### src/rtl/pc_pkg.sv
// Op encoding for the program counter, shared by the counter and its bench.
// The priority encoder lives here so the ordering is fixed in one place.
package pc_pkg;

    localparam int OP_W = 3;

    typedef enum logic [OP_W-1:0] {
        PC_HOLD,
        PC_INC,
        PC_LOAD,
        PC_BRANCH,
        PC_CALL,
        PC_RET
    } pc_op_e;

    // Ret > Call > Load > Branch > Up > hold; the caller masks Ret when no stack exists.
    function automatic pc_op_e pc_encode(input logic ret, input logic call, input logic load,
                                         input logic branch, input logic up);
        if (ret)         return PC_RET;
        else if (call)   return PC_CALL;
        else if (load)   return PC_LOAD;
        else if (branch) return PC_BRANCH;
        else if (up)     return PC_INC;
        else             return PC_HOLD;
    endfunction

endpackage

### src/rtl/prog_counter_ctl_if.sv
// Request/status bundle between the control FSM (master) and the program counter (slave).
// Requests are level-sampled each Clock edge; there is no handshake or backpressure.
interface prog_counter_ctl_if #(parameter int AW = 7);

    logic          En;
    logic          Up;
    logic          Load;
    logic [AW-1:0] LoadAddr;
    logic          Branch;
    logic [AW-1:0] Offset;
    logic          Call;
    logic          Ret;
    logic [AW-1:0] Q;
    logic [AW-1:0] QPlus1;
    logic          Wrap;
    logic          RasFull;
    logic          RasEmpty;
    logic          RasErr;

    modport master (
        output En, Up, Load, LoadAddr, Branch, Offset, Call, Ret,
        input  Q, QPlus1, Wrap, RasFull, RasEmpty, RasErr
    );

    modport slave (
        input  En, Up, Load, LoadAddr, Branch, Offset, Call, Ret,
        output Q, QPlus1, Wrap, RasFull, RasEmpty, RasErr
    );

endinterface

### src/rtl/pc_ras_stack.sv
// Circular return-address stack: push when full overwrites the oldest entry, pop when empty is refused; both set a sticky Err.
// One-cycle update; DOut shows the current top combinationally; no backpressure (errors are flagged, never stalled).
module pc_ras_stack #(
    parameter int AW        = 7,
    parameter int RAS_DEPTH = 4
) (
    input  logic          Clock,
    input  logic          Clear_n,
    input  logic          Push,
    input  logic          Pop,
    input  logic [AW-1:0] DIn,
    output logic [AW-1:0] DOut,
    output logic          Full,
    output logic          Empty,
    output logic          Err
);

    localparam int PW = $clog2(RAS_DEPTH);
    localparam logic [PW:0] DEPTH_C = (PW+1)'(RAS_DEPTH);

    logic [AW-1:0] mem [RAS_DEPTH];
    logic [PW-1:0] wp;
    logic [PW:0]   cnt;
    logic          err_r;

    // Storage is not reset: a cleared stack is empty, so stale entries are unreachable.
    always_ff @(posedge Clock) begin
        if (Clear_n && Push)
            mem[wp] <= DIn;
    end

    always_ff @(posedge Clock) begin
        if (!Clear_n) begin
            wp    <= '0;
            cnt   <= '0;
            err_r <= 1'b0;
        end else if (Push) begin
            wp <= wp + 1'b1;
            if (cnt == DEPTH_C) err_r <= 1'b1;
            else                cnt   <= cnt + 1'b1;
        end else if (Pop) begin
            if (cnt == '0) begin
                err_r <= 1'b1;
            end else begin
                wp  <= wp - 1'b1;
                cnt <= cnt - 1'b1;
            end
        end
    end

    assign DOut  = mem[wp - 1'b1];
    assign Full  = (cnt == DEPTH_C);
    assign Empty = (cnt == '0);
    assign Err   = err_r;

endmodule

### src/rtl/prog_counter_ctl.sv
// Program counter with stall, load, relative branch and (PC_RAS_EN) call/return stack; Q is registered, QPlus1 combinational.
// One-cycle latency from request to Q; En=0 stalls all state, no other backpressure.
module prog_counter_ctl
    import pc_pkg::*;
#(
    parameter int            AW        = 7,
    parameter logic [AW-1:0] RESET_VEC = '0,
    parameter int unsigned   STEP      = 1,
    parameter int            RAS_DEPTH = 4
) (
    input  logic              Clock,
    input  logic              Clear_n,
    prog_counter_ctl_if.slave bus
);

    localparam logic [AW:0] STEP_X = (AW+1)'(STEP);

    logic [AW-1:0] q_r, next_q;
    logic          wrap_r, next_wrap;
    logic [AW:0]   inc_sum;
    logic [AW-1:0] ras_top;
    logic          ras_empty;
    logic          ret_req;
    pc_op_e        op;

    assign inc_sum = {1'b0, q_r} + STEP_X;

`ifdef PC_RAS_EN
    logic ras_full, ras_err;

    assign ret_req = bus.Ret;

    pc_ras_stack #(.AW(AW), .RAS_DEPTH(RAS_DEPTH)) u_ras (
        .Clock   (Clock),
        .Clear_n (Clear_n),
        .Push    (bus.En && (op == PC_CALL)),
        .Pop     (bus.En && (op == PC_RET)),
        .DIn     (inc_sum[AW-1:0]),
        .DOut    (ras_top),
        .Full    (ras_full),
        .Empty   (ras_empty),
        .Err     (ras_err)
    );

    assign bus.RasFull  = ras_full;
    assign bus.RasEmpty = ras_empty;
    assign bus.RasErr   = ras_err;
`else
    // Without a stack Ret drops out of the encoder and Call degenerates to Load.
    assign ret_req      = 1'b0;
    assign ras_top      = q_r;
    assign ras_empty    = 1'b1;
    assign bus.RasFull  = 1'b0;
    assign bus.RasEmpty = 1'b1;
    assign bus.RasErr   = 1'b0;
`endif

    assign op = pc_encode(ret_req, bus.Call, bus.Load, bus.Branch, bus.Up);

    always_comb begin
        next_q    = q_r;
        next_wrap = 1'b0;
        if (bus.En) begin
            case (op)
                PC_RET:           next_q = ras_empty ? q_r : ras_top;
                PC_CALL, PC_LOAD: next_q = bus.LoadAddr;
                PC_BRANCH:        next_q = q_r + bus.Offset;
                PC_INC: begin
                    next_q    = inc_sum[AW-1:0];
                    next_wrap = inc_sum[AW];
                end
                default:          next_q = q_r;
            endcase
        end
    end

    always_ff @(posedge Clock) begin
        if (!Clear_n) begin
            q_r    <= RESET_VEC;
            wrap_r <= 1'b0;
        end else begin
            q_r    <= next_q;
            wrap_r <= next_wrap;
        end
    end

    assign bus.Q      = q_r;
    assign bus.QPlus1 = inc_sum[AW-1:0];
    assign bus.Wrap   = wrap_r;

endmodule

### src/flat_wrapper.sv
// flat-port wrapper written by rule: the top's interface ports become plain ports
module prog_counter_ctl_flat import pc_pkg::*;
#(
    parameter int            AW        = 7,
    parameter logic [AW-1:0] RESET_VEC = '0,
    parameter int unsigned   STEP      = 1,
    parameter int            RAS_DEPTH = 4
)
  (Clock, Clear_n, bus_En, bus_Up, bus_Load, bus_LoadAddr, bus_Branch, bus_Offset, bus_Call, bus_Ret, bus_Q, bus_QPlus1, bus_Wrap, bus_RasFull, bus_RasEmpty, bus_RasErr);
  prog_counter_ctl_if #(.AW(AW)) bus_i ();
  input  logic Clock;
  input  logic Clear_n;
  input wire logic [$bits(bus_i.En)-1:0] bus_En;
  input wire logic [$bits(bus_i.Up)-1:0] bus_Up;
  input wire logic [$bits(bus_i.Load)-1:0] bus_Load;
  input wire logic [$bits(bus_i.LoadAddr)-1:0] bus_LoadAddr;
  input wire logic [$bits(bus_i.Branch)-1:0] bus_Branch;
  input wire logic [$bits(bus_i.Offset)-1:0] bus_Offset;
  input wire logic [$bits(bus_i.Call)-1:0] bus_Call;
  input wire logic [$bits(bus_i.Ret)-1:0] bus_Ret;
  output wire logic [$bits(bus_i.Q)-1:0] bus_Q;
  output wire logic [$bits(bus_i.QPlus1)-1:0] bus_QPlus1;
  output wire logic [$bits(bus_i.Wrap)-1:0] bus_Wrap;
  output wire logic [$bits(bus_i.RasFull)-1:0] bus_RasFull;
  output wire logic [$bits(bus_i.RasEmpty)-1:0] bus_RasEmpty;
  output wire logic [$bits(bus_i.RasErr)-1:0] bus_RasErr;
  assign bus_i.En = bus_En;
  assign bus_i.Up = bus_Up;
  assign bus_i.Load = bus_Load;
  assign bus_i.LoadAddr = bus_LoadAddr;
  assign bus_i.Branch = bus_Branch;
  assign bus_i.Offset = bus_Offset;
  assign bus_i.Call = bus_Call;
  assign bus_i.Ret = bus_Ret;
  assign bus_Q = bus_i.Q;
  assign bus_QPlus1 = bus_i.QPlus1;
  assign bus_Wrap = bus_i.Wrap;
  assign bus_RasFull = bus_i.RasFull;
  assign bus_RasEmpty = bus_i.RasEmpty;
  assign bus_RasErr = bus_i.RasErr;
  prog_counter_ctl #(.AW(AW), .RESET_VEC(RESET_VEC), .STEP(STEP), .RAS_DEPTH(RAS_DEPTH)) u_core (.Clock(Clock), .Clear_n(Clear_n), .bus(bus_i));
endmodule
### config.mk
export PLATFORM = sky130hd
export DESIGN_NAME = prog_counter_ctl_flat
export DESIGN_NICKNAME = d
export VERILOG_FILES = /design/src/rtl/pc_pkg.sv /design/src/rtl/prog_counter_ctl_if.sv /design/src/rtl/pc_ras_stack.sv /design/src/rtl/prog_counter_ctl.sv /design/src/flat_wrapper.sv
export SDC_FILE = /design/constraint.sdc
export NUM_CORES = 1
export LEC_CHECK = 0
export CAP_MARGIN = 10
export CELL_PAD_IN_SITES_DETAIL_PLACEMENT = 0
export CELL_PAD_IN_SITES_GLOBAL_PLACEMENT = 2
export CORE_ASPECT_RATIO = 0.6
export CORE_UTILIZATION = 20
export DETAILED_ROUTE_END_ITERATION = 8
export PLACE_DENSITY = 0.82
export SLEW_MARGIN = 25
export SYNTH_ARGS = -nofsm -noshare
export SYNTH_HDL_FRONTEND = slang
export SYNTH_SLANG_ARGS = --single-unit
### constraint.sdc
create_clock -name Clock -period 2.2 [get_ports Clock]
set_input_delay 0.55 -clock Clock [delete_from_list [all_inputs] [get_ports Clock]]
set_output_delay 0.55 -clock Clock [all_outputs]
set_load 0.02 [all_outputs]
==> summary.md <==
| Metric | Value |
|---|---|
| Status | `finished clean` |
| Critical path startpoint category | `flop` |
| Initial antenna violation count | `0` |
| FILL cells | `475` |
| CP max stage cell | `dfxtp_1` |
| Crit path arrival time | `1.55 ns` |
| Async SR Flop Fraction | `0%` |
| Largest family of logic cells by synthesized area | `compound AO/OA/AOI/OAI gates` |
| Final wirelength | `3.00 mm` |
| Buffers on Ports | `35` |
| Layout net count | `200` |
| Clk slew on worst S/H paths | `0.05 ns` |
| Vias in the first global route | `1022` |
| Slowest stage delay, CP | `0.40 ns` |
| Leakage dissipation | `0.000643 uW` |
| Post-synth EDFFs | `0` |
| DRC Markers | `0` |
| Row cnt | `18` |
| Die Width | `90.0 um` |
| Largest net degree at the start of global routing | `9` |
| Total track usage | `12.9%` |
| GRT overflow | `0` |
| Sw Share | `33.9%` |
| Root buf cell | `clkbuf_8` |
| Worst path bufs/invs | `1` |
| Avg Inst Size Synth | `8.08 sq um` |
| Final setup violation count | `0` |
| Endpoints failing hold | `0` |
| Largest area contributor in the netlist | `dfxtp_1` |
| P_int | `430 uW` |
| First-pass DRT Iterations | `6` |
| RSZ-0062 raised after global routing | `false` |
| Post-synthesis mux area share | `1.08%` |
| CTS tree | `yes` |
| Sw power | `221 uW` |
| Avg WL per Cell | `13.1 um` |
| Fmax | `477 MHz` |
| Setup TNS | `0 ns` |
| Req. time, crit path | `1.65 ns` |
| # H-tree levels | `1` |
| Place WS | `-0.578 ns` |
| Kind of critical path | `reg -> out` |
| XOR/XNOR Fraction of Synth Area | `5.65%` |
| Synth Register Bits | `8` |
| Met1 Resource Use GR | `17.4%` |
| Antenna diodes | `0` |
| Worst Skew | `0.00411 ns` |
| Worst setup EP type | `output pin` |
| Gr busiest metal | `met2` |
| Top-level port count | `40` |
| Seq pwr share | `25.4%` |
| Post-synthesis sequential area ratio | `17.2%` |
| Max Cap Viol | `0` |
| HPWL after detailed placement | `2.42 mm` |
| Die ar. | `4930 sq um` |
| Simple-Gate Fraction of Synth Area | `21.3%` |
| Yosys cell types | `46` |
| Clock buffer depth | `2` |
| Syn Std Cell Area | `930 sq um` |
| Met2 Track Usage GR | `21.0%` |
| Met3 GRT Util | `3.33%` |
| Worst VDD drop | `0.145 mV` |
| HP Class | `reg -> reg` |
| Family with the most delay on the worst path | `simple AND/OR/NAND/NOR gates` |
| Iteration-0 DRC Markers | `45` |
| Complex-gate fraction of the synthesized area | `30.1%` |
| Fin. max-slew vios | `0` |
| Critical path's most frequent cell | `and3_1` |
| P&R area growth vs syn | `64.2%` |
| Worst Slack Setup Final | `0.105 ns` |
| Die Ht | `54.8 um` |
| CP Max Fanout | `4` |
| Final ANT Viol Nets | `0` |
| GPL Wtd Cong | `0.785` |
| Clock share of power | `28.6%` |
| Adder-Cell Fraction of Synth Area | `11.6%` |
| Synth warn | `0` |
| Final min period | `2.10 ns` |
| Number of buffers created by CTS | `3` |
| First-pass GRT wire length | `4.93 mm` |
| Syn Inst Count | `115` |
| Core footprint | `4280 sq um` |
| PD cells | `426 nW/um^2` |
| Starting density of the core | `21.7%` |
| Worst skew pair latency | `0.24 ns` |
| Via-per-instance ratio | `4.57` |
| CTS sink cnt | `8` |
| Tcrit/Tclk final | `95.2%` |
| Main flop type after synthesis | `dfxtp_1` |
| Logic pwr share | `45.9%` |
| Layout cells sized above 1 | `25.0%` |
| Vias | `1041` |
| Hold_buf cts | `0` |
| Synth area leaders | `dfxtp_1 17%, ha_1 9.4%, buf_4 8.1%, a221oi_1 3.8%, xnor2_1 3.8%` |
| Crit path cell chain | `and3_1 -> and3_1 -> xnor2_1 -> dlygate4sd2_1` |
| Synth top area share | `17.2%` |
timing repair:
item,CTS,global route
gates resized for setup,15,1
pin swaps,4,3
buffers inserted,2,1
setup endpoints to repair,7,2
power groups by stage:
stage	Clock, uW	Combinational, uW	Sequential (uW)
global route	195	324	167
CTS	187	298	165
global placement	0	287	168
detailed placement	0	290	168
floorplan	0	145	183
finish	186	299	165
path summary, 6_finish.rpt:
path                        start               to  slack, ns  cells past startpoint
setup / recovery  u_core.bus.Q[2]    bus_QPlus1[6]       0.10                      4
hold / removal    u_core.bus.Q[6]  u_core.bus.Wrap       0.54                      2
setup reg to reg  u_core.bus.Q[0]  u_core.bus.Q[6]       0.27                      8
hold reg to reg   u_core.bus.Q[6]  u_core.bus.Wrap       0.54                      2
cells in the final DEF (no fill, tap or decap), types with 4 or more instances in the layout:
| cell type | netlist | routed |
|---|---|---|
| a21oi_1 | 5 | 5 |
| a221oi_1 | 4 | 4 |
| buf_4 | 10 | 26 |
| clkdlybuf4s50_1 | 0 | 28 |
| dfxtp_1 | 8 | 7 |
| dlygate4sd2_1 | 0 | 7 |
| ha_1 | 7 | 6 |
| inv_1 | 6 | 5 |
| nand2_1 | 5 | 5 |
| nor2_1 | 8 | 8 |
| o21ai_0 | 6 | 5 |
| xnor2_1 | 4 | 4 |
worst register-to-register path, stage by stage (launching register included):
cell	delay, ns
dfxtp_2	0.37
ha_2	0.20
inv_2	0.04
fa_2	0.33
nand2b_4	0.16
a21o_1	0.18
a311oi_2	0.26
mux2i_1	0.21
a21boi_1	0.07
sequential cells by signal (all words and copies together), names as in the netlist:
register,flops
u_core.bus.Q,7
u_core.bus.Wrap,1
through the flow:
step	power [uW]	util [%]	std cells	cell area, sq um	hold WS, ns
floorplan	328	-	116	935	0.583
global route	686	35.7	228	1530	0.567
detailed placement	458	33.7	222	1440	0.516
finish	650	35.7	228	1530	0.537
global placement	454	33.7	222	1440	0.521
CTS	651	35.5	227	1520	0.531
cells in the mapped netlist, types with 2 or more instances:
cell and n:
ha_1 7, nand2_1 5, dfxtp_1 8, conb_1 2
a221oi_1 4, and3_1 2, buf_4 10, a21oi_1 5
a21o_1 3, a211oi_1 2, nand3_1 3, xnor2_1 4
nand2b_1 4, nand4_1 2, xor2_1 2, o211ai_1 3
nor2_1 8, nor3_1 3, inv_1 6, o21ai_0 6
metal layers:
| metal | routed length, um | part of all wire [%] |
|---|---|---|
| met3 | 165 | 5.5 |
| met2 | 1270 | 42 |
| met5 | 0 | 0 |
| met1 | 1540 | 52 |
| met4 | 16 | 0.53 |
final cells by class:
type	count	area [sq um]	area share, %
clock buffer	3	41.3	2.70
multi-input combinational	90	689	45.2
tap	60	75.1	4.92
timing repair buffer	61	537	35.2
inverter	6	22.5	1.48
sequential	8	161	10.6
cells by family (layout without fill, tap and decap cells):
family	Yosys count	count (layout)
multiplexers	1	1
AO/OA/AOI/OAI	36	36
buffers and inverters	18	70
AND/OR/NAND/NOR	36	36
adder cells (fa/ha/maj)	8	8
flip-flops	8	8
other	2	3
XOR/XNOR	6	6
(Power assumes the default switching activity.)
